`config.mk`:
```
export PLATFORM = sky130hd
export DESIGN_NAME = ibex_csr_access_initiator
export DESIGN_NICKNAME = d
export VERILOG_FILES = /design/src/rtl/ibex_csr_access_initiator.sv
export SDC_FILE = /design/constraint.sdc
export NUM_CORES = 1
export LEC_CHECK = 0
export ABC_AREA = 0
export CAP_MARGIN = 0
export CORE_AREA = 8 8 116 118
export DETAILED_ROUTE_END_ITERATION = 8
export DIE_AREA = 0 0 124 126
export PLACE_DENSITY = 0.76
export SLEW_MARGIN = 25
export SYNTH_ARGS = -nofsm -noshare
export SYNTH_HDL_FRONTEND = slang
export SYNTH_SLANG_ARGS = --single-unit
```
`constraint.sdc`:
```
create_clock -name clk_i -period 1.9 [get_ports clk_i]
set_input_delay 0.38 -clock clk_i [delete_from_list [all_inputs] [get_ports clk_i]]
set_output_delay 0.38 -clock clk_i [all_outputs]
set_load 0.02 [all_outputs]
```
`src/rtl/ibex_csr_access_initiator.sv`:
```
// Debug-side CSR access initiator: turns abstract read/write/set/clear commands
// into single-cycle CSR-file accesses, with optional write-verify readback.
module ibex_csr_access_initiator #(
  parameter bit VerifyEn = 1'b1
) (
  input  logic        clk_i,
  input  logic        rst_ni,
  input  logic        debug_mode_i,
  input  logic        req_valid_i,
  output logic        req_ready_o,
  input  logic [11:0] req_addr_i,
  input  logic [1:0]  req_op_i,
  input  logic [31:0] req_wdata_i,
  input  logic        req_verify_i,
  output logic        rsp_valid_o,
  input  logic        rsp_ready_i,
  output logic [31:0] rsp_rdata_o,
  output logic        rsp_err_o,
  output logic        rsp_mismatch_o,
  output logic        csr_access_o,
  output logic [11:0] csr_addr_o,
  output logic [31:0] csr_wdata_o,
  output logic [1:0]  csr_op_o,
  output logic        csr_op_en_o,
  input  logic [31:0] csr_rdata_i,
  input  logic        illegal_csr_insn_i
);

  typedef enum logic [1:0] {
    CSR_OP_READ  = 2'd0,
    CSR_OP_WRITE = 2'd1,
    CSR_OP_SET   = 2'd2,
    CSR_OP_CLEAR = 2'd3
  } csr_op_e;

  typedef enum logic [1:0] {
    IDLE   = 2'd0,
    ACCESS = 2'd1,
    VERIFY = 2'd2,
    RESP   = 2'd3
  } state_e;

  state_e      state_q;
  logic [11:0] addr_q;
  csr_op_e     op_q;
  logic [31:0] wdata_q;
  logic        verify_q;
  logic [31:0] rdata_q;
  logic        err_q;
  logic        mismatch_q;
  logic        rsp_valid_q;
  logic [31:0] expected;
  logic        verify_next;

  // Value the CSR should hold after the committed op, built from the old value.
  always_comb begin
    // NOTE: every combinational output gets a default first so no latch is inferred.
    expected = wdata_q;
    unique case (op_q)
      CSR_OP_SET:   expected = rdata_q | wdata_q;
      CSR_OP_CLEAR: expected = rdata_q & ~wdata_q;
      default:      expected = wdata_q;
    endcase
  end

  assign verify_next = VerifyEn && verify_q && (op_q != CSR_OP_READ) && !illegal_csr_insn_i;

  // NOTE: state uses non-blocking assignments and an asynchronous active-low reset.
  always_ff @(posedge clk_i or negedge rst_ni) begin
    if (!rst_ni) begin
      state_q     <= IDLE;
      addr_q      <= '0;
      op_q        <= CSR_OP_READ;
      wdata_q     <= '0;
      verify_q    <= 1'b0;
      rdata_q     <= '0;
      err_q       <= 1'b0;
      mismatch_q  <= 1'b0;
      rsp_valid_q <= 1'b0;
    end else begin
      unique case (state_q)
        IDLE: begin
          if (req_valid_i) begin
            addr_q   <= req_addr_i;
            op_q     <= csr_op_e'(req_op_i);
            wdata_q  <= req_wdata_i;
            verify_q <= req_verify_i;
            if (debug_mode_i) begin
              state_q <= ACCESS;
            end else begin
              rdata_q     <= '0;
              err_q       <= 1'b1;
              mismatch_q  <= 1'b0;
              rsp_valid_q <= 1'b1;
              state_q     <= RESP;
            end
          end
        end
        ACCESS: begin
          mismatch_q <= 1'b0;
          if (debug_mode_i) begin
            rdata_q <= csr_rdata_i;
            err_q   <= illegal_csr_insn_i;
            if (verify_next) begin
              state_q <= VERIFY;
            end else begin
              rsp_valid_q <= 1'b1;
              state_q     <= RESP;
            end
          end else begin
            rdata_q     <= '0;
            err_q       <= 1'b1;
            rsp_valid_q <= 1'b1;
            state_q     <= RESP;
          end
        end
        VERIFY: begin
          // Mismatch is informational only: WARL fields and counters differ legitimately.
          mismatch_q  <= debug_mode_i && (csr_rdata_i != expected);
          rsp_valid_q <= 1'b1;
          state_q     <= RESP;
        end
        RESP: begin
          if (rsp_ready_i) begin
            rsp_valid_q <= 1'b0;
            state_q     <= IDLE;
          end
        end
        default: state_q <= IDLE;
      endcase
    end
  end

  // CSR bus is held at zero/READ whenever no access is in flight.
  always_comb begin
    csr_access_o = 1'b0;
    csr_op_en_o  = 1'b0;
    csr_op_o     = CSR_OP_READ;
    csr_addr_o   = '0;
    csr_wdata_o  = '0;
    if (debug_mode_i) begin
      if (state_q == ACCESS) begin
        csr_access_o = 1'b1;
        csr_op_en_o  = 1'b1;
        csr_op_o     = op_q;
        csr_addr_o   = addr_q;
        csr_wdata_o  = wdata_q;
      end else if (state_q == VERIFY) begin
        csr_access_o = 1'b1;
        csr_addr_o   = addr_q;
      end
    end
  end

  assign req_ready_o    = (state_q == IDLE);
  assign rsp_valid_o    = rsp_valid_q;
  assign rsp_rdata_o    = rdata_q;
  assign rsp_err_o      = err_q;
  assign rsp_mismatch_o = VerifyEn ? mismatch_q : 1'b0;

endmodule
```
==> results_dict.tcl <==
set metrics [dict create \
    cp_data_arrival_time_ns 1.66 \
    rrSetupSlack_ns -0.14 \
    dpl_worst_slack_ns -0.589 \
    ys_types 38 \
    num_antenna_cells 0 \
    grt.busiest_layer "met2" \
    period_needed_ns 2.04 \
    cts_tree "yes" \
    grtUsageTotal_pct 21.3 \
    gr-usage-met2_pct 36.4 \
    rsz0062_at_grt "yes" \
    dpl.cell_count 843 \
    syn_nets 575 \
    finalNetCount 816 \
    vias_per_cell 5.30 \
    crit_fanout 6 \
    portBuffers 168 \
    htreeDepth 3 \
    min_path_type "reg -> reg" \
    insertion_delay_ns 0.34 \
    die_w_um 124 \
    grt_pass1_vias 4945 \
    total_power_w 0.0131 \
    grt_pass1_wl_um 26300 \
    drc 0 \
    worst_ir_drop_vdd_v 0.000798 \
    crit_type "reg -> out" \
    hold-worst-slack_ns 0.507 \
    vias 4654 \
    status "finished with violations" \
    maxSlewViolCount 0 \
    drive_gt1_share_pct 38.0 \
    clk_pin_slew_ns 0.07 \
    synth_area_leaders "dfrtp_1 45%, mux2_2 11%, nand2_1 7.7%" \
    syn2layout_area_growth_pct 73.5 \
    maxCapViolCount 0 \
    num_rows 40 \
    synth_top_area_share_pct 45.4 \
    final-instance-count-excl-fill 878 \
    dieArea_um2 15600 \
    die_h_um 126 \
    post-route-period-util_pct 107 \
    drt_pre_antenna_iters 5 \
    antenna_found_initial 0 \
    ios 169 \
    finalHoldViolCount 0 \
    yosys_warnings 0 \
    grt-ovfl-total 0 \
    clock.fmax_mhz 490 \
    wl_per_cell_um 19.9 \
    synthCells 485 \
    place.gp.congestion 0.876 \
    syn_area_um2 4630 \
    fin_ws_ns -0.141 \
    routed_wl_um 17500 \
    use_met1_pct 25.0 \
    cts.sinks 84 \
    synthArstFlopShare_pct 100 \
    synthFlopType "dfrtp_1" \
    cts_buffers 9 \
    violations "negative setup slack" \
    cts_root_buf "clkbuf_16" \
    synth.most_common_cell "nand2_1" \
    yosysSeqAreaShare_pct 45.4 \
    antenna_left 0 \
    syn_area_per_cell_um2 9.55 \
    grt_max_degree 37 \
    synth_largest_area_cell "dfrtp_1" \
    cp-end-kind "primary output" \
    crit_required_ns 1.52 \
    first_iter_violations 287 \
    synth_edf_count 0 \
    critPathLaunchType "register" \
    met3_usage_pct 5.32 \
    fin_skew_ns 0.00626 \
    setup_viol 43 \
    power_density_nw_per_um2 1630 \
    start_util_pct 39.5 \
    finish.utilization_pct 68.6 \
    synthTopCellsByCount "95 x nand2_1, 84 x dfrtp_1, 47 x mux2_2" \
    place_hpwl_um 12600 \
    p_leak_nw 3.44 \
    ys_ff_latch 84 \
    fp.coreArea_um2 11700 \
    clockBufferDepth 2 \
    worst_pin_slew_ns 0.419 \
    max_slew_margin_pct 72.1 \
]
cell families (layout without fill, tap and decap cells):
kind of cell	after synthesis	after routing	share of synthesized area (%)
fa+ha+maj	5	5	1.35
compound gates	91	91	12.7
buf+inv	54	300	5.19
flops	84	84	45.4
simple gates	162	162	15.9
xor+xnor	41	41	7.76
mux	48	48	11.6
power breakdown:
| group | internal [W] | total, W | switching (W) |
|---|---|---|---|
| logic | 0.00405 | 0.00778 | 0.00373 |
| registers | 0.00264 | 0.00352 | 0.000882 |
| clock network | 0.00102 | 0.00177 | 0.000755 |
| total | 0.00771 | 0.0131 | 0.00536 |
cell usage in the layout (no fill, tap or decap), drive strengths merged, types with 16 or more instances in the layout:
master         Yosys  layout
buf                7     137
clkdlybuf4s50      0     117
nand2             95      95
dfrtp             84      84
mux2              47      47
o21ai             32      32
xnor2             25      25
inv               24      24
and3              22      22
o22ai             19      19
xor2              16      16
critical path, stage by stage, from the launching register on:
cell and delay, ns:
dfrtp_1 0.42, inv_2 0.07, ha_4 0.19, o21a_4 0.22
clkbuf_16 0.16, and2_4 0.14, buf_6 0.12
metrics by stage:
stage	setup TNS (ns)	cell area, um^2
global route	-6.44	8030
global placement	-23.62	7060
CTS	-1.82	7390
floorplan	0	4710
finish	-4.11	8030
detailed placement	-23.45	7060
cell type report:
cell class	instances	area (um^2)
clock buffers	10	229
clock inverters	6	65.1
fillers	882	3680
inverters	25	106
multi-input cells	347	2730
flip-flops and latches	84	2100
well taps	147	184
repair buffers	259	2620
state kept, by name, indices dropped and copies added, names as in the netlist:
signal          cells
verify_q            1
addr_q             12
rsp_rdata_o        32
rsp_err_o           1
op_q                2
rsp_mismatch_o      1
state_q             2
wdata_q            32
rsp_valid_o         1
what timing repair did:
| action | CTS | global route |
|---|---|---|
| buffers inserted | 11 | 6 |
| gates cloned | 1 | 2 |
| endpoints found under the setup margin | 51 | 49 |
| pin swaps | 16 | 19 |
| hold endpoints to repair | 30 | 0 |
| hold buffers | 1 | 0 |
| gates resized for setup | 246 | 140 |
layer usage:
metal  wire length, um  vias to the layer above
li1                  -                     2150
met1              6800                     2300
met2              8950                      176
met3              1350                       28
met4               344                        0
met5                 0                        -
final timing paths:
check                                      startpoint                           to  depth (start not counted)
max                            state_q[1]$_DFFE_PN0P_                csr_addr_o[1]                          6
min                        rsp_rdata_o[6]$_DFFE_PN0P_   rsp_rdata_o[6]$_DFFE_PN0P_                          2
max reg2reg                       op_q[1]$_DFFE_PN0P_   rsp_mismatch_o$_DFFE_PN0P_                         10
min reg2reg                rsp_rdata_o[6]$_DFFE_PN0P_   rsp_rdata_o[6]$_DFFE_PN0P_                          2
max in group asynchronous                      rst_ni       state_q[0]$_DFFE_PN0P_                          3
min in group asynchronous                      rst_ni  rsp_rdata_o[31]$_DFFE_PN0P_                          2
No activity file was read; power rests on OpenSTA's default activity.
